<file path="config.mk">
export PLATFORM = sky130hd
export DESIGN_NAME = distribuidor_gerador
export DESIGN_NICKNAME = d
export VERILOG_FILES = /design/src/rtl/distribuidor_gerador.sv
export SDC_FILE = /design/constraint.sdc
export NUM_CORES = 1
export LEC_CHECK = 0
export ABC_AREA = 1
export BUFFER_PORTS_ARGS = -buffer_cell sky130_fd_sc_hd__buf_4
export CORE_ASPECT_RATIO = 0.5
export CORE_MARGIN = 4
export CORE_UTILIZATION = 57
export DETAILED_ROUTE_END_ITERATION = 10
export GPL_ROUTABILITY_DRIVEN = 0
export MAX_ROUTING_LAYER = met4
export PLACE_DENSITY = 0.79
export SLEW_MARGIN = 20
export SYNTH_ARGS = -nofsm -noshare
export SYNTH_HDL_FRONTEND = slang
export SYNTH_SLANG_ARGS = --single-unit
</file>
<file path="constraint.sdc">
create_clock -name clock -period 1.7 [get_ports clock]
set_input_delay 0.085 -clock clock [delete_from_list [all_inputs] [get_ports clock]]
set_output_delay 0.085 -clock clock [all_outputs]
set_load 0.01 [all_outputs]
</file>
<file path="src/rtl/distribuidor_gerador.sv">
// distribuidor_gerador
// Splits coordinate packets arriving from the ESP serial link between the two
// move generators. A packet is three bytes: HEADER, a coordinate byte
// {numGerador, reserved(0), linha[2:0], coluna[2:0]} and a check byte equal to
// HEADER ^ coordinate. Framing, reserved bit, checksum and inter-byte timeout
// are validated; good packets update only the addressed generator's outputs.
//
// Ports:
//   clock, reset            rising-edge clock, asynchronous active-high reset
//   dado[7:0], dadoValido   received byte and its one-cycle strobe
//   linhaGen1/colunaGen1    last coordinates delivered to generator 1
//   validoGen1              one-cycle pulse on delivery to generator 1
//   linhaGen2/colunaGen2    last coordinates delivered to generator 2
//   validoGen2              one-cycle pulse on delivery to generator 2
//   erroPacote              one-cycle pulse on a rejected packet
//   ocupado                 high while a packet is in progress
module distribuidor_gerador #(
  parameter logic [7:0] HEADER         = 8'hA5,
  parameter int         TIMEOUT_CICLOS = 50000
) (
  input  logic       clock,
  input  logic       reset,
  input  logic [7:0] dado,
  input  logic       dadoValido,
  output logic [2:0] linhaGen1,
  output logic [2:0] colunaGen1,
  output logic       validoGen1,
  output logic [2:0] linhaGen2,
  output logic [2:0] colunaGen2,
  output logic       validoGen2,
  output logic       erroPacote,
  output logic       ocupado
);

  localparam int CW = (TIMEOUT_CICLOS > 2) ? $clog2(TIMEOUT_CICLOS) : 1;
  // The timeout fires on the edge at which the idle count would reach
  // TIMEOUT_CICLOS-1, i.e. after TIMEOUT_CICLOS-1 consecutive idle cycles.
  localparam logic [CW-1:0] CONT_LIMITE = CW'(TIMEOUT_CICLOS - 2);

  typedef enum logic [1:0] {
    ESPERA_CAB   = 2'd0,
    ESPERA_COORD = 2'd1,
    ESPERA_CHECK = 2'd2
  } estado_t;

  estado_t       estado_q, estado_d;
  logic [CW-1:0] cont_q, cont_d;
  logic [7:0]    coord_q, coord_d;
  logic [2:0]    linha1_q, linha1_d, coluna1_q, coluna1_d;
  logic [2:0]    linha2_q, linha2_d, coluna2_q, coluna2_d;
  logic          valido1_q, valido1_d, valido2_q, valido2_d;
  logic          erro_q, erro_d;

  always_comb begin
    estado_d  = estado_q;
    cont_d    = '0;          // cleared on every byte and whenever a packet ends
    coord_d   = coord_q;
    linha1_d  = linha1_q;
    coluna1_d = coluna1_q;
    linha2_d  = linha2_q;
    coluna2_d = coluna2_q;
    valido1_d = 1'b0;
    valido2_d = 1'b0;
    erro_d    = 1'b0;

    case (estado_q)
      ESPERA_CAB: begin
        // Non-header bytes between packets are line noise: dropped silently.
        if (dadoValido && (dado == HEADER)) begin
          estado_d = ESPERA_COORD;
        end
      end

      ESPERA_COORD: begin
        if (dadoValido) begin
          coord_d = dado;
          if (dado[6]) begin
            erro_d   = 1'b1;
            estado_d = ESPERA_CAB;
          end else begin
            estado_d = ESPERA_CHECK;
          end
        end else if (cont_q == CONT_LIMITE) begin
          erro_d   = 1'b1;
          estado_d = ESPERA_CAB;
        end else begin
          cont_d = cont_q + 1'b1;
        end
      end

      ESPERA_CHECK: begin
        // A byte on the expiry edge wins over the timeout.
        if (dadoValido) begin
          estado_d = ESPERA_CAB;
          if (dado == (HEADER ^ coord_q)) begin
            if (coord_q[7]) begin
              linha2_d  = coord_q[5:3];
              coluna2_d = coord_q[2:0];
              valido2_d = 1'b1;
            end else begin
              linha1_d  = coord_q[5:3];
              coluna1_d = coord_q[2:0];
              valido1_d = 1'b1;
            end
          end else begin
            erro_d = 1'b1;
          end
        end else if (cont_q == CONT_LIMITE) begin
          erro_d   = 1'b1;
          estado_d = ESPERA_CAB;
        end else begin
          cont_d = cont_q + 1'b1;
        end
      end

      default: begin
        estado_d = ESPERA_CAB;
      end
    endcase
  end

  always_ff @(posedge clock or posedge reset) begin
    if (reset) begin
      estado_q  <= ESPERA_CAB;
      cont_q    <= '0;
      coord_q   <= '0;
      linha1_q  <= '0;
      coluna1_q <= '0;
      linha2_q  <= '0;
      coluna2_q <= '0;
      valido1_q <= 1'b0;
      valido2_q <= 1'b0;
      erro_q    <= 1'b0;
    end else begin
      estado_q  <= estado_d;
      cont_q    <= cont_d;
      coord_q   <= coord_d;
      linha1_q  <= linha1_d;
      coluna1_q <= coluna1_d;
      linha2_q  <= linha2_d;
      coluna2_q <= coluna2_d;
      valido1_q <= valido1_d;
      valido2_q <= valido2_d;
      erro_q    <= erro_d;
    end
  end

  assign linhaGen1  = linha1_q;
  assign colunaGen1 = coluna1_q;
  assign validoGen1 = valido1_q;
  assign linhaGen2  = linha2_q;
  assign colunaGen2 = coluna2_q;
  assign validoGen2 = valido2_q;
  assign erroPacote = erro_q;
  // Decoded straight from the state register, so still a registered output.
  assign ocupado    = (estado_q != ESPERA_CAB);

endmodule

</file>
Yosys cells after proc, flatten, opt, wreduce, memory -nomap -nowiden
Cells that the tools add are included.
{ "word_totals": {"ff_bits": 41, "latchBits": 0, "ramBits": 0, "mem_bits_ro": 0, "input_bits": 11, "word_cells": 49, "memories": 0} }
{ "classes": {"addsub": 1, "mul": 0, "div": 0, "order_cmp": 0, "n_eq_ne": 6, "shifts": 0, "mux": 23, "bitwise": 2, "reduce_logical": 7} }
{ "op_table": {"columns": ["operator", "count"], "rows": [
  ["$mux 16", 3],
  ["$add 16x1->16 const B", 1],
  ["$eq 16x16->1 const B", 1],
  ["$mux 1", 13],
  ["$mux 2", 5],
  ["$eq 8x8->1", 1],
  ["$eq 8x8->1 const B", 1],
  ["$reduce_and 4->1", 2],
  ["$pmux 2 s3", 1],
  ["$not 4->4", 1],
  ["$eq 2x1->1 const B", 1],
  ["$eq 2x2->1 const B", 1],
  ["$logic_not 2->1", 1],
  ["$ne 2x2->1 const B", 1],
  ["$pmux 1 s2", 1],
  ["$reduce_and 2->1", 1],
  ["$reduce_bool 2->1", 1],
  ["$reduce_or 2->1", 1],
  ["$logic_and 1x1->1", 1],
  ["$not 1->1", 1]
]} }

Longest topological paths before layout
{ "logic_depth": {"depth_word": 5, "mapped_depth": 10, "ltp_nobuf": 10} }

Worst setup path before layout
No wires, ideal clock.
{ "synth_path": {"kind": "flip-flop to flip-flop", "start": "reg cont_q[0]", "end": "reg cont_q[14]", "setup_time_ns": 0.119, "arrival_time_ns": 1.224, "required_ns": 1.581, "slack_ns": 0.357, "path_stages_with_launch": 10, "path_cell_list": "dfrtp_1 -> inv_1 -> ha_1 -> nand4_1 -> nor2_2 -> nand2_1 -> nand2_4 -> inv_2 -> o21ai_1 -> nor2_1"} }
{ "synth_via": {"elab_chain_len": 4, "word_cells_on_any_way": 5, "classes_between": "add/sub: 1; eq/ne: 1; mux: 3"} }
{ "synth_lines": {"columns": ["item", "line", "source"], "rows": [
  ["start, declared", "47", "logic [CW-1:0] cont_q, cont_d;"],
  ["start signal, assigned", "136", "cont_q <= cont_d;"],
  ["$add 16x1->16 or $eq 16x16->1 (tied branches)", null, null],
  ["$mux 16 *", "83, 108", null],
  ["$mux 16 *", "75", "if (dadoValido) begin"],
  ["$mux 16 *", null, null],
  ["named net cont_d[14]", "47", null]
]} }
The timed path passes the listed nets; every way through them passes the cells marked *.
A chain may end at the register's enable or synchronous reset.

Worst setup path after layout
{ "layout_path": {"start": "reg coord_q[7]", "end": "reg coluna2_q[1], in the netlist colunaGen2[1]"} }
{ "layout_via": {"elab_chain_len": 3} }
{ "layout_lines": {"columns": ["item", "line", "source"], "rows": [
  ["start, declared", "48", "logic [7:0] coord_q, coord_d;"],
  ["start signal, assigned", "137", "coord_q <= coord_d;"],
  ["$not 4->4 (no line)", null, null],
  ["$eq 8x8->1", "95", "if (dado == (HEADER ^ coord_q)) begin"],
  ["$reduce_and 4->1 (no line) *", null, null],
  ["end signal, assigned", "141", "coluna2_q <= coluna2_d;"],
  ["end, declared", "50", "logic [2:0] linha2_q, linha2_d, coluna2_q, coluna2_d;"]
]} }
Mark *: on every way between the ends. The rest lies on a longest branch, timed or not.

==> summary.md <==
| Metric | Value |
|---|---|
| Slew Limit Fails | `0` |
| Critical path's largest stage delay | `around 440 ps` |
| Status | `complete, no violations` |
| Fin Setup TNS | `0 ps` |
| Hold Path Class | `in2reg` |
| Clk_lat worst skew | `around 300 ps` |
| Total grt overflow | `0` |
| Vias in the first global route | `~1.8k` |
| WS Path Type | `reg2reg` |
| Max Fclk | `approximately 640 MHz` |
| Measured slew at the worst slew-check pin | `497 ps` |
| Final wirelength | `about 4400 µm` |
| Largest net degree at the start of global routing | `42` |
| Final setup viols | `0` |
| Max FO, Critical Path | `13` |
| Layout cells sized above 1 | `a little under a fifth` |
| Inserted Diodes | `0` |
| Top cells by area, synth | `dfrtp_1 48%, nand2_1 13%, inv_1 5.7%` |
| Reg2reg end | `colunaGen2[1]` |
| Mapped cell area | `between 0.002 and 0.0025 mm²` |
| Maximum capacitance violations | `0` |
| Clock tree buffer depth | `2` |
| Rows | `15` |
| Critical Path AT | `around 1700 ps` |
| Synth warnings | `0` |
| Commonest cells after routing, fill and taps aside | `72 x nand2_1, 41 x dfrtp_1, 31 x inv_1` |
| FF+latch count, synth | `between 40 and 50` |
| 1st-pass router iterations | `4` |
| Die area | `about 0.0048 mm²` |
| Buffers on Ports | `26` |
| Top-level I/O count | `27` |
| Dpl hpwl | `3130 µm` |
| Post-synth net total | `roughly 280` |
| Worst Setup End Kind | `flip-flop` |
| Tot GR Track Use | `20.8%` |
| Setup Skew | `10.4 ps` |
| Most common cell after layout, fill and taps aside | `nand2_1` |
| Avg Vias per Cell | `5.13` |
| Clk root buf | `clkbuf_8` |
| LEAKAGE | `around 1.2 nW` |
| Hold path depth | `2` |
| Core Util, Final | `slightly above 70%` |
| Power Density | `slightly below 1000 mW/mm²` |
| R2R setup slack | `150 ps` |
| VDD IR max | `around 0.0005 V` |
| DRT iter0 DRCs | `~110` |
| Worst path slowest cell | `dfrtp_1` |
| Hold Path Sink | `cont_q[11]` |
| Via count | `1799` |
| Avg Cell Area, Syn | `8.00 µm²` |
| Worst path most repeated cell | `nand2_1` |
| Final Hold Fails | `0` |
| Critical path cell sequence | `inv_1 -> nand2_1 -> nand2_1 -> nand2_1 -> nor2_4 -> nand4_4 -> nand2_1 -> o21ai_1` |
| Die W | `94.3 µm` |
| Top cell type's share of synthesized area | `48.4%` |
| Initial core utilization | `between 60 and 70%` |
| Core Area | `approximately 0.0035 mm²` |
| CTS buffer count | `5` |
| Largest area contributor in the netlist | `dfrtp_1` |
| Worst r2r src | `coord_q[7]` |
| Yosys cell types | `26` |
| Clk slew on worst S/H paths | `80 ps` |
| H-tree lvl count | `2` |
| Slew headroom | `approximately two thirds` |
| Cells after Synth | `approximately 270` |
| Final antenna-violating net count | `0` |
| Crit path buf inv count | `1` |
| Die span in y | `roughly 51 µm` |
| Reg2reg path depth | `8` |
| Area grow syn2layout | `18.8%` |
| CTS tree | `built` |
| Initial antenna violation count | `0` |
| Drt wl/cell | `between 10 and 15 µm` |
| Clk sinks | `41` |
| Layout net count | `317` |
| DRC violation count after routing | `0` |
| Crit-path leading delay family | `simple AND/OR/NAND/NOR gates` |
| Startpoint types | `flip-flop` |
| Global-route wire length before repair | `7490 µm` |
| Register area share after synthesis | `48.4%` |
| WP data required | `roughly 1900 ps` |
| Minimum clock period | `approximately 1600 ps` |
| Final Cycle Share | `between 90% and 100%` |
| HP Start | `dadoValido` |
==> worst max-delay path by stage <==
stage	from	to	cells past startpoint
final	coord_q[7]	colunaGen2[1]	8
after global routing	coord_q[7]	linhaGen2[0]	8
after CTS	estado_q[0]	colunaGen2[1]	7
after detailed placement	estado_q[0]	colunaGen2[1]	7
after global placement	estado_q[0]	linhaGen1[2]	7
after floorplan	cont_q[0]	cont_q[14]	9
==> worst reg2reg max path, delay by kind of cell, from the launching register on <==
| kind | cells | cell delay (ps) |
|---|---|---|
| compound gates | 1 | 80 |
| buf+inv | 1 | 140 |
| flops | 1 | 440 |
| simple gates | 6 | 780 |
==> cells in the mapped netlist <==
| cell | count |
|---|---|
| xnor2_1 | 4 |
| ha_1 | 6 |
| nand2_4 | 1 |
| nand2_1 | 72 |
| xor2_1 | 2 |
| nand4_2 | 2 |
| inv_2 | 5 |
| inv_1 | 32 |
| clkbuf_1 | 1 |
| o21ai_0 | 8 |
| a31oi_1 | 2 |
| nor3b_2 | 1 |
| dfrtp_1 | 41 |
| or2_0 | 1 |
| buf_6 | 2 |
| o21ai_1 | 14 |
| a21boi_0 | 1 |
| nand3_1 | 8 |
| nor2_2 | 5 |
| clkinv_1 | 2 |
| nand4_1 | 6 |
| nor2_1 | 28 |
| a21oi_1 | 6 |
| nor3_2 | 1 |
| nor3_1 | 10 |
| o21ai_2 | 4 |
==> what timing repair did <==
action / in CTS / in global routing
endpoints found under the setup margin: 0 / 15
hold endpoints to repair: 41 / 0
resized for setup: 0 / 4
setup buffers: 0 / 2
hold buffers: 1 / 0
==> final cells by class <==
type,instances,area (µm²)
sequential,41,1030
fill,258,990
multi-input combinational,182,945
timing repair buffer,31,235
inverter,39,146
clock buffer,5,68.8
tap,51,63.8
clock inverter,2,35.0
==> state kept, by name, summed over array words and instances (netlist names) <==
signal and flops:
validoGen1 1, linhaGen2 3, linhaGen1 3, colunaGen1 3
cont_q 16, erroPacote 1, colunaGen2 3, validoGen2 1
coord_q 8, estado_q 2
==> per-stage QoR <==
| step | instances | total power [mW] | worst slack [ps] | instance area (µm²) | hold slack [ps] |
|---|---|---|---|---|---|
| finish | 351 | 2.47 | 150 | 2520 | 9.68 |
| global placement | 341 | 1.65 | 136 | 2370 | 245 |
| detailed placement | 341 | 1.68 | 61.3 | 2370 | 253 |
| floorplan | 265 | 1.52 | 357 | 2120 | 158 |
| CTS | 349 | 2.44 | 33.0 | 2480 | 4.58 |
| global route | 351 | 2.62 | -14.8 | 2520 | 13.6 |
==> cells by family after synthesis <==
logic type | Yosys count | synth area share (%)
and+or+nand+nor | 135 | 28.3
AOI/OAI and AO/OA | 35 | 9.20
buffers and inverters | 42 | 8.14
xor gates and xnor gates | 6 | 2.48
DFF | 41 | 48.4
adders and majority gates | 6 | 3.54
==> power breakdown <==
group          switching (mW)  internal, mW
clock                   0.332         0.427
sequential             0.0809          1.07
combinational           0.350         0.209
==> layer usage <==
| metal | share of wire (%) | GRT usage (%) |
|---|---|---|
| met5 | 0 | - |
| met3 | 5.1 | 5.88 |
| met1 | 44 | 25.1 |
| met2 | 49 | 33.7 |
| met4 | 1.6 | 7.67 |
Power figures use the tool's default switching activity.
